File: src/rtl/cache_pkg.sv
// Shared types and geometry helpers for the N-way set-associative data cache.
// The addr_mode encodings match the load/store unit's DATA_ADDR_MODE_* codes.
package cache_pkg;

  localparam int LINE_BYTES   = 4;
  localparam int MAX_TAG_BITS = 32;

  localparam logic [2:0] ADDR_MODE_B  = 3'b000;
  localparam logic [2:0] ADDR_MODE_H  = 3'b001;
  localparam logic [2:0] ADDR_MODE_W  = 3'b010;
  localparam logic [2:0] ADDR_MODE_BU = 3'b100;
  localparam logic [2:0] ADDR_MODE_HU = 3'b101;

  typedef enum logic [1:0] {IDLE, RD_WAIT, WR_WAIT} state_t;

  // Tags are stored zero-extended so that one line type serves every geometry.
  typedef struct packed {
    logic                           valid;
    logic [MAX_TAG_BITS-1:0]        tag;
    logic [LINE_BYTES-1:0][7:0]     data;
  } cache_line_t;

  function automatic int set_bits(input int num_sets);
    return $clog2(num_sets);
  endfunction

  function automatic int tag_bits(input int addr_width, input int num_sets);
    return addr_width - 2 - $clog2(num_sets);
  endfunction

endpackage

File: src/rtl/lru_ages.sv
// True-LRU age tracker for one set; ages always form a permutation of 0..NUM_WAYS-1,
// with 0 the most recently used way.
module lru_ages #(
  parameter  int NUM_WAYS = 4,
  localparam int WAY_BITS = $clog2(NUM_WAYS)
) (
  input  logic                               clk,
  input  logic                               rst_n,
  input  logic                               init,
  input  logic                               touch,
  input  logic [WAY_BITS-1:0]                touch_way,
  output logic [NUM_WAYS-1:0][WAY_BITS-1:0]  ages,
  output logic [WAY_BITS-1:0]                lru_way
);

  always_ff @(posedge clk) begin
    if (!rst_n || init) begin
      for (int w = 0; w < NUM_WAYS; w++) ages[w] <= WAY_BITS'(w);
    end else if (touch) begin
      for (int w = 0; w < NUM_WAYS; w++) begin
        if (WAY_BITS'(w) == touch_way)
          ages[w] <= '0;
        else if (ages[w] < ages[touch_way])
          ages[w] <= ages[w] + WAY_BITS'(1);
      end
    end
  end

  always_comb begin
    lru_way = '0;
    for (int w = 0; w < NUM_WAYS; w++)
      if (ages[w] == WAY_BITS'(NUM_WAYS - 1)) lru_way = WAY_BITS'(w);
  end

endmodule

File: src/rtl/nway_cache.sv
// Write-through, write-around N-way set-associative data cache, one word per line,
// with a stalling memory handshake, single-cycle flush and hit/miss counters.
module nway_cache
  import cache_pkg::*;
#(
  parameter int ADDR_WIDTH = 32,
  parameter int DATA_WIDTH = 32,
  parameter int NUM_WAYS   = 4,
  parameter int NUM_SETS   = 8,
  parameter int CNT_WIDTH  = 32
) (
  input  logic                  clk,
  input  logic                  rst_n,
  input  logic [2:0]            addr_mode,
  input  logic [ADDR_WIDTH-1:0] addr,
  input  logic [DATA_WIDTH-1:0] write_data,
  input  logic                  read_en,
  input  logic                  write_en,
  input  logic                  flush,
  output logic [DATA_WIDTH-1:0] out,
  output logic                  hit,
  output logic                  stall,
  output logic                  mem_req,
  output logic                  mem_we,
  output logic [ADDR_WIDTH-1:0] mem_addr,
  output logic [2:0]            mem_addr_mode,
  output logic [DATA_WIDTH-1:0] mem_wdata,
  input  logic                  mem_ready,
  input  logic [DATA_WIDTH-1:0] mem_rdata,
  output logic [CNT_WIDTH-1:0]  hit_count,
  output logic [CNT_WIDTH-1:0]  miss_count
);

  localparam int WAY_BITS = $clog2(NUM_WAYS);
  localparam int SET_BITS = set_bits(NUM_SETS);
  localparam int TAG_BITS = tag_bits(ADDR_WIDTH, NUM_SETS);

  state_t                               state;
  cache_line_t                          lines [NUM_SETS][NUM_WAYS];
  logic [NUM_WAYS-1:0][WAY_BITS-1:0]    set_ages [NUM_SETS];
  logic [WAY_BITS-1:0]                  set_lru [NUM_SETS];

  logic [SET_BITS-1:0]     cpu_set, mem_set, touch_set;
  logic [MAX_TAG_BITS-1:0] cpu_tag, mem_tag;
  logic [WAY_BITS-1:0]     hit_way, victim, wr_way, touch_way;
  logic                    lookup_hit, wr_hit, touch_any, touch_live;
  logic                    idle_flush, idle_write, idle_read, rd_done, wr_done;
  logic [3:0][7:0]         wr_data;

  assign cpu_set = addr[2 +: SET_BITS];
  assign mem_set = mem_addr[2 +: SET_BITS];
  assign cpu_tag = MAX_TAG_BITS'(addr[ADDR_WIDTH-1 -: TAG_BITS]);
  assign mem_tag = MAX_TAG_BITS'(mem_addr[ADDR_WIDTH-1 -: TAG_BITS]);

  always_comb begin
    lookup_hit = 1'b0;
    hit_way    = '0;
    for (int w = 0; w < NUM_WAYS; w++) begin
      if (lines[cpu_set][w].valid && lines[cpu_set][w].tag == cpu_tag) begin
        lookup_hit = 1'b1;
        hit_way    = WAY_BITS'(w);
      end
    end
  end

  // Fill the lowest-index invalid way first, otherwise the least recently used one.
  always_comb begin
    victim = set_lru[mem_set];
    for (int w = NUM_WAYS - 1; w >= 0; w--)
      if (!lines[mem_set][w].valid) victim = WAY_BITS'(w);
  end

  assign hit        = (read_en | write_en) & lookup_hit;
  assign idle_flush = (state == IDLE) && flush;
  assign idle_write = (state == IDLE) && !flush && write_en;
  assign idle_read  = (state == IDLE) && !flush && !write_en && read_en;
  assign rd_done    = (state == RD_WAIT) && mem_ready;
  assign wr_done    = (state == WR_WAIT) && mem_ready;
  assign mem_req    = (state != IDLE);
  assign mem_we     = (state == WR_WAIT);

  always_comb begin
    if (state == IDLE) stall = idle_write || (idle_read && !lookup_hit);
    else               stall = !mem_ready;
  end

  always_comb begin
    if (idle_read && lookup_hit) out = lines[cpu_set][hit_way].data;
    else if (rd_done)            out = mem_rdata;
    else                         out = '0;
  end

  always_comb begin
    touch_any = 1'b0;
    touch_set = cpu_set;
    touch_way = hit_way;
    if (idle_read && lookup_hit) begin
      touch_any = 1'b1;
    end else if (rd_done) begin
      touch_any = 1'b1;
      touch_set = mem_set;
      touch_way = victim;
    end else if (wr_done && wr_hit) begin
      touch_any = 1'b1;
      touch_set = mem_set;
      touch_way = wr_way;
    end
  end

  // Touching the way that is already most recent changes nothing, so skip it.
  assign touch_live = touch_any && (set_ages[touch_set][touch_way] != '0);

  for (genvar s = 0; s < NUM_SETS; s++) begin : g_set
    lru_ages #(.NUM_WAYS(NUM_WAYS)) u_lru (
      .clk       (clk),
      .rst_n     (rst_n),
      .init      (idle_flush),
      .touch     (touch_live && (touch_set == SET_BITS'(s))),
      .touch_way (touch_way),
      .ages      (set_ages[s]),
      .lru_way   (set_lru[s])
    );
  end

  always_comb begin
    wr_data = lines[mem_set][wr_way].data;
    case (mem_addr_mode)
      ADDR_MODE_B, ADDR_MODE_BU: wr_data[mem_addr[1:0]] = mem_wdata[7:0];
      ADDR_MODE_H, ADDR_MODE_HU: begin
        wr_data[{mem_addr[1], 1'b0}] = mem_wdata[7:0];
        wr_data[{mem_addr[1], 1'b1}] = mem_wdata[15:8];
      end
      default: wr_data = mem_wdata;
    endcase
  end

  always_ff @(posedge clk) begin
    if (!rst_n || idle_flush) begin
      for (int s = 0; s < NUM_SETS; s++)
        for (int w = 0; w < NUM_WAYS; w++) lines[s][w].valid <= 1'b0;
    end else if (rd_done) begin
      lines[mem_set][victim] <= '{1'b1, mem_tag, mem_rdata};
    end else if (wr_done && wr_hit) begin
      lines[mem_set][wr_way].data <= wr_data;
    end
  end

  // Hit/way are captured at entry so a store completes against the line it looked up.
  always_ff @(posedge clk) begin
    if (!rst_n) begin
      state         <= IDLE;
      mem_addr      <= '0;
      mem_addr_mode <= '0;
      mem_wdata     <= '0;
      wr_hit        <= 1'b0;
      wr_way        <= '0;
      hit_count     <= '0;
      miss_count    <= '0;
    end else begin
      case (state)
        IDLE: begin
          if (idle_write || (idle_read && !lookup_hit)) begin
            mem_addr      <= addr;
            mem_addr_mode <= addr_mode;
            mem_wdata     <= write_data;
            wr_hit        <= lookup_hit;
            wr_way        <= hit_way;
            state         <= idle_write ? WR_WAIT : RD_WAIT;
          end else if (idle_read) begin
            hit_count <= hit_count + CNT_WIDTH'(1);
          end
        end
        RD_WAIT: begin
          if (mem_ready) begin
            miss_count <= miss_count + CNT_WIDTH'(1);
            state      <= IDLE;
          end
        end
        WR_WAIT: begin
          if (mem_ready) begin
            if (wr_hit) hit_count  <= hit_count + CNT_WIDTH'(1);
            else        miss_count <= miss_count + CNT_WIDTH'(1);
            state <= IDLE;
          end
        end
        default: state <= IDLE;
      endcase
    end
  end

endmodule

File: config.mk
export PLATFORM = sky130hd
export DESIGN_NAME = nway_cache
export DESIGN_NICKNAME = d
export VERILOG_FILES = /design/src/rtl/cache_pkg.sv /design/src/rtl/lru_ages.sv /design/src/rtl/nway_cache.sv
export SDC_FILE = /design/constraint.sdc
export NUM_CORES = 2
export LEC_CHECK = 0
export ABC_CLOCK_PERIOD_IN_PS = 13700
export CAP_MARGIN = 5
export CORE_UTILIZATION = 30
export CTS_CLUSTER_DIAMETER = 50
export DETAILED_ROUTE_END_ITERATION = 16
export PLACE_DENSITY_LB_ADDON = 0.15
export SKIP_CTS_REPAIR_TIMING = 1
export SLEW_MARGIN = 20
export SYNTH_ARGS = -nofsm -noshare
export SYNTH_HDL_FRONTEND = slang
export SYNTH_SLANG_ARGS = --single-unit
File: constraint.sdc
create_clock -name clk -period 13.7 [get_ports clk]
set_input_delay 2.055 -clock clk [delete_from_list [all_inputs] [get_ports clk]]
set_output_delay 2.055 -clock clk [all_outputs]
set_load 0.01 [all_outputs]
== After elaboration in Yosys (flattened, before gate mapping) ==
Memory sizes are Yosys's and may differ from the RTL's. A register that Yosys moved wholly into a read port is not among the register bits.
Cells that the tools add are included.

* Bits in writable memories: 1920
* Flip-flop bits (word level): 200
* Latch bits: 0
* Bits of input ports: 105
* Bits in read-only memories: 0
* Output and inout port bits: 167
* Memories: 1

{| class="wikitable"
|+ Memories
! memory !! depth !! width !! read ports !! clocked after Yosys merged registers in !! write ports !! line !! RTL
|-
| lines || 8 || 240 || 2 || 1 || 8 || nway_cache.sv:39 || <nowiki>cache_line_t lines [NUM_SETS][NUM_WAYS];</nowiki>
|}

* Shift operators: 0
* Add/subtract/negate cells: 34
* Multiplexer cells: 421
* Order comparisons: 46
* Equality and inequality tests: 51
* Divide/modulo/power cells: 0
* Reductions and logical operators: 115
* Bitwise gates (word level): 247
* Multiply operators: 0

{| class="wikitable"
|+ Operator list
! operator !! number
|-
| 260-bit two-way mux || 2
|-
| 240-bit two-way mux || 2
|-
| 32-bit two-way mux || 14
|-
| 1-bit two-way mux || 263
|-
| 65-bit binary-select mux with 2-bit select || 2
|-
| 65-bit demux with 2-bit select || 2
|-
| 1-bit OR || 241
|-
| 240-bit OR reduction || 1
|-
| 2-bit two-way mux || 103
|-
| 32-bit case mux with 2 select lines || 3
|-
| 32-bit by 27-bit equality test with 1-bit output || 4
|-
| 32-bit bitwise mux || 3
|-
| 2-bit nonzero test || 36
|-
| 2-bit AND reduction || 34
|-
| 65-bit two-way mux || 1
|-
| 2-bit by 1-bit adder with 2-bit output, second input constant || 32
|-
| 32-bit by 1-bit adder with 32-bit output, second input constant || 2
|-
| 2-bit less-than comparator || 32
|-
| 2-bit equality test, second input constant || 25
|-
| 8-bit two-way mux || 5
|-
| 2-bit binary-select mux with 2-bit select || 9
|-
| 1-bit logical AND || 28
|-
| 8-bit binary-select mux with 3-bit select || 1
|-
| 3-bit equality test, second input constant || 6
|-
| other kinds (27) || 63
|}

== Longest topological paths before layout ==
* Depth in word-level cells: 20
* Mapped depth: 27
* Gate-level depth less buffers: 18

== Hierarchy ==
A second synthesis with hierarchy kept.

* Cell total of the unflattened synthesis: 6069
* Area total of the unflattened synthesis: 98445.7 µm²

{| class="wikitable"
|+ By module, submodules not included
! module !! cells an instance !! times used !! sequential area each (µm²) !! area an instance (µm²)
|-
| nway_cache || 5437 || 1 || 60117.7 || 93010.5
|-
| lru_ages || 79 || 8 || 160.2 || 679.4
|}

== Least setup slack after synthesis ==
OpenSTA, ideal clock, no wires.

* Kind: input port to output port
* Start point: input addr[2]
* End point: output out[16]
* Arrival time: 5.949 ns
* Path slack: 5.696 ns
* Buffers on the path: 10
* Cell stages on the path: 15
* Data required time: 11.645 ns
* Cells stage by stage: buf_2 -> buf_4 -> buf_4 -> buf_4 -> buf_4 -> buf_2 -> clkbuf_1 -> clkbuf_1 -> buf_1 -> buf_1 -> mux4_2 -> mux2i_1 -> a22oi_1 -> a21oi_1 -> o21ai_0

* Cells in the longest elaborated chain, start to end: 11
* Elaborated cells on any way between the ends: 22
* Those cells by class: 4 x eq/ne; 11 x mux; 1 x bitwise; 5 x reduce/logical; 1 x memory

{| class="wikitable"
|+ Ends and longest elaborated chain
! item !! line !! RTL
|-
| from (decl) || nway_cache.sv:15 || <nowiki>input logic [ADDR_WIDTH-1:0] addr,</nowiki>
|-
| memory read 8 x 240 bit * || -- ||
|-
| 32-bit by 27-bit equality test with 1-bit output || nway_cache.sv:59 || <nowiki>if (lines[cpu_set][w].valid && lines[cpu_set][w].tag == cpu_tag) begin</nowiki>
|-
| 1-bit logical AND || nway_cache.sv:59 ||
|-
| 1-bit two-way mux || nway_cache.sv:59 ||
|-
| 2-bit two-way mux (2 in series) || nway_cache.sv:59 ||
|-
| 2-bit NOT with 3-bit output (not written as such) || nway_cache.sv:88 || <nowiki>if (idle_read && lookup_hit) out = lines[cpu_set][hit_way].data;</nowiki>
|-
| 65-bit binary-select mux with 2-bit select || nway_cache.sv:88 ||
|-
| 32-bit two-way mux (not written as such) (2 in series) || nway_cache.sv:88 ||
|-
| 32-bit two-way mux * || nway_cache.sv:88 ||
|-
| to (decl) || nway_cache.sv:20 || <nowiki>output logic [DATA_WIDTH-1:0] out,</nowiki>
|}

Mark *: on every way between the ends. The rest lies on a longest branch, timed or not. The select of a mux whose other input is x is not followed.

== Worst setup path in the final report ==
* Start point: input addr[3]
* End point: output out[30]

The elaborated chain is that of the path after synthesis.

==> impl_metrics.tcl <==
set metrics [dict create \
    synth-async-reset-ratio_pct 0 \
    run_status "complete, no violations" \
    areaGrowthSynthToFinish_pct 19.6 \
    max_freq_ghz 0.0923 \
    setup_viol 0 \
    ys_seq_area_share_pct 63.3 \
    finalMaxSlewViolations 0 \
    path_clk_slew_ps 50 \
    pre_cts_setup_slack_ps 2610 \
    grt_setup_unrepaired "no" \
    synth_compound_gate_area_share_pct 4.22 \
    grt_usage_pct 20.9 \
    vdd.ir_drop.worst_mv 0.0915 \
    drt-wirelength-per-cell_um 32.7 \
    synth_enable_flop_cells 1888 \
    muxShareOfSynthArea_pct 24.1 \
    drt_pre_antenna_iters 5 \
    max_slew.worst_pin.slew_ps 1170 \
    report.final.hold_viol_count 0 \
    max_slew_margin_pct 22.0 \
    ctsLongestPathBuffers 4 \
    dp_hpwl_um 202000 \
    synth.avg_cell_area_sq_um 17.4 \
    clock_tree_from_tritoncts "yes" \
    finalWorstSetupSlack_ps 2860 \
    die-height_um 570 \
    synth-main-ff-cell "edfxtp_1" \
    vias 56866 \
    worstPathArrival_ps 8780 \
    fp-row-count 208 \
    min-delay-start "lines[7][239]" \
    worst-r2r-cell-count 17 \
    grt_pass1_wl_um 478000 \
    synth_adder_area_share_pct 0.787 \
    power_per_cell_area_nw_per_um2 142 \
    grt_max_degree 105 \
    clkSinkCount 2123 \
    fin_skew_ps 102 \
    place_congestion 0.828 \
    drtAntennaViolNets 0 \
    grt.overflow.total 0 \
    syn-num-nets 5744 \
    rr_startpoint "lines[7][48]" \
    path_class_of_the_lowest_slack_min_delay_path "reg2reg" \
    worstPathMaxFanout 67 \
    post_synth_most_frequent_cells "1888 x edfxtp_1, 761 x mux4_2, 390 x mux2i_1" \
    detailedRoute.firstIterationViolations 5353 \
    drt-total-wl_um 345000 \
    portBuffers 271 \
    initial_util_pct 30.2 \
    yosys-top-cells-area "edfxtp_1 58%, mux4_2 18%, dfxtp_1 4.9%, mux2i_1 4.0%, mux2_2 2.4%" \
    worstSkewPairLatency_ps 920 \
    num-nets-final 6143 \
    synthDistinctLibCells 89 \
    cpMaxStageDelayCell "o21ai_0" \
    post-route-period-util_pct 79.1 \
    critical_path.most_common_cell "buf_4" \
    clock_buffer_count_from_cts 317 \
    regToRegSetupSlack_ps 6650 \
    worstHoldPathCells 1 \
    timing.critical_path.cells "buf_8, buf_4, mux4_2, mux2i_1, or2_2, nand3_1, nor4bb_1, nand4_1, buf_4, o21ai_4, buf_4, o21ai_0, o21ai_0, clkdlybuf4s50_1" \
    utilization_pct 36.1 \
    num_io_pins 272 \
    main_combinational_cell_family_by_area_after_synthesis "multiplexers" \
    worst_setup_path_end_kind "primary output" \
    via_count_of_the_first_global_routing_pass 58801 \
    via_per_inst 5.39 \
    maxCapViolations 0 \
    core_region_area_sq_um 321000 \
    yosys.area_share.xor_xnor_pct 1.20 \
    area_of_the_die_sq_um 325000 \
    cts-root-buf "clkbuf_16" \
    worstSetupPathType "in2out" \
    min_delay_worst_endpoint "lines[7][239]" \
    chipWidth_um 570 \
    leak_uw 0.0371 \
    post_synth_and_or_nand_nor_area_fraction_pct 4.47 \
    drc_errors 0 \
    critPathLaunchType "primary input" \
    period_needed_ps 10840 \
    post_synth_instance_area_sq_um 97000 \
    cpPeakStageDelay_ps 800 \
    post_route_cells_drive_above_1_share_pct 28.9 \
    htree_num_levels 5 \
    required_ps 11640 \
    yosysMostFrequentCell "edfxtp_1" \
    totalNegativeSetupSlack_ps 0 \
    yosys_register_bits 2123 \
    yosys.area.top_type_share_pct 58.5 \
    synthCells 5578 \
    synth_top_cell_by_area "edfxtp_1" \
    grt_antenna_before_repair 19 \
    worst_r2r_endpoint "g_set[7].u_lru.ages[7]" \
    yosysWarningCount 0 \
]
registers in the layout, summed over array words and instances (netlist names), named ones only:
name	count
g_set.u_lru.ages	64
hit_count	32
lines	1920
mem_addr	32
mem_addr_mode	3
mem_wdata	32
miss_count	32
state	2
wr_hit	1
wr_way	2
routing by layer:
metal | vias up | track usage (%) | part of all wire, %
li1 | 23828 | - | -
met1 | 30685 | 29.0 | 44
met2 | 1890 | 34.6 | 48
met3 | 461 | 2.94 | 5.4
met4 | 2 | 5.07 | 2.4
met5 | - | 0 | 0.0020
worst max-delay path by stage:
stage | startpoint | cells past startpoint | to | slack, ps
2_1_floorplan | addr[2] | 15 | out[16] | 5700
3_3_place_gp | addr[3] | 14 | out[30] | 2550
3_5_place_dp | addr[3] | 14 | out[30] | 2610
4_1_cts | addr[3] | 14 | out[30] | 2610
5_1_grt | addr[3] | 14 | out[30] | 2610
6_report | addr[3] | 14 | out[30] | 2860
critical path, delay by kind of cell:
family	cells	cell delay, ps
compound gates	3	1130
buf+inv	5	3080
mux	2	1100
simple gates	4	1240
cells by family (layout without fill, tap and decap cells):
family / Yosys count / in the layout
DFF: 2123 / 2123
muxes: 1359 / 1359
and+or+nand+nor: 870 / 870
AOI/OAI and AO/OA: 608 / 608
buffers and inverters: 424 / 1083
xor gates and xnor gates: 133 / 133
adders and majority gates: 61 / 61
other: 0 / 10
power by group:
part / switching (uW) / internal [uW] / leakage [uW]
clock network: 3200 / 4800 / 0.00502
registers: 67.5 / 7090 / 0.0190
logic: 784 / 515 / 0.0131
total: 4060 / 12400 / 0.0371
stage by stage:
stage / instances / cell area [sq um] / total power (uW) / hold slack (ps)
after detailed placement: 9960 / 106000 / 8590 / 460
after floorplan: 5578 / 97000 / 8050 / 438
final: 10552 / 116000 / 16500 / 470
after CTS: 10539 / 116000 / 16600 / 471
after global routing: 10547 / 116000 / 16900 / 495
after global placement: 9960 / 106000 / 8590 / 450
cells in the final DEF (no fill, tap or decap), drive strengths merged, types with 21 or more instances in the layout:
cell type | netlist | final
nand2 | 182 | 182
mux4 | 761 | 761
nor2 | 292 | 292
clkinv | 1 | 106
xor2 | 49 | 49
nand4 | 32 | 32
a22oi | 53 | 53
or3 | 29 | 29
and3 | 23 | 23
nor4 | 35 | 35
inv | 43 | 97
clkinvlp | 0 | 35
ha | 61 | 61
a21o | 49 | 49
buf | 149 | 192
o22a | 29 | 29
dfxtp | 235 | 235
nor3 | 30 | 30
nor2b | 33 | 33
edfxtp | 1888 | 1888
xnor2 | 84 | 84
and2 | 21 | 21
clkbuf | 231 | 364
clkdlybuf4s50 | 0 | 268
mux2 | 207 | 207
a211oi | 28 | 28
nand2b | 28 | 28
a21oi | 85 | 85
mux2i | 391 | 391
bufinv | 0 | 21
nand3 | 89 | 89
o21ai | 186 | 186
final cells by class:
cell class              instances  area (sq um)
well taps                    4305          5390
fillers                     29985        205000
diodes                         10          25.0
inverters                      44           170
clock buffers                 364          8260
clock inverters               215          2120
multi-input cells            3031         34300
flip-flops and latches       2123         61400
repair buffers                460          4260
(Power assumes the default switching activity.)
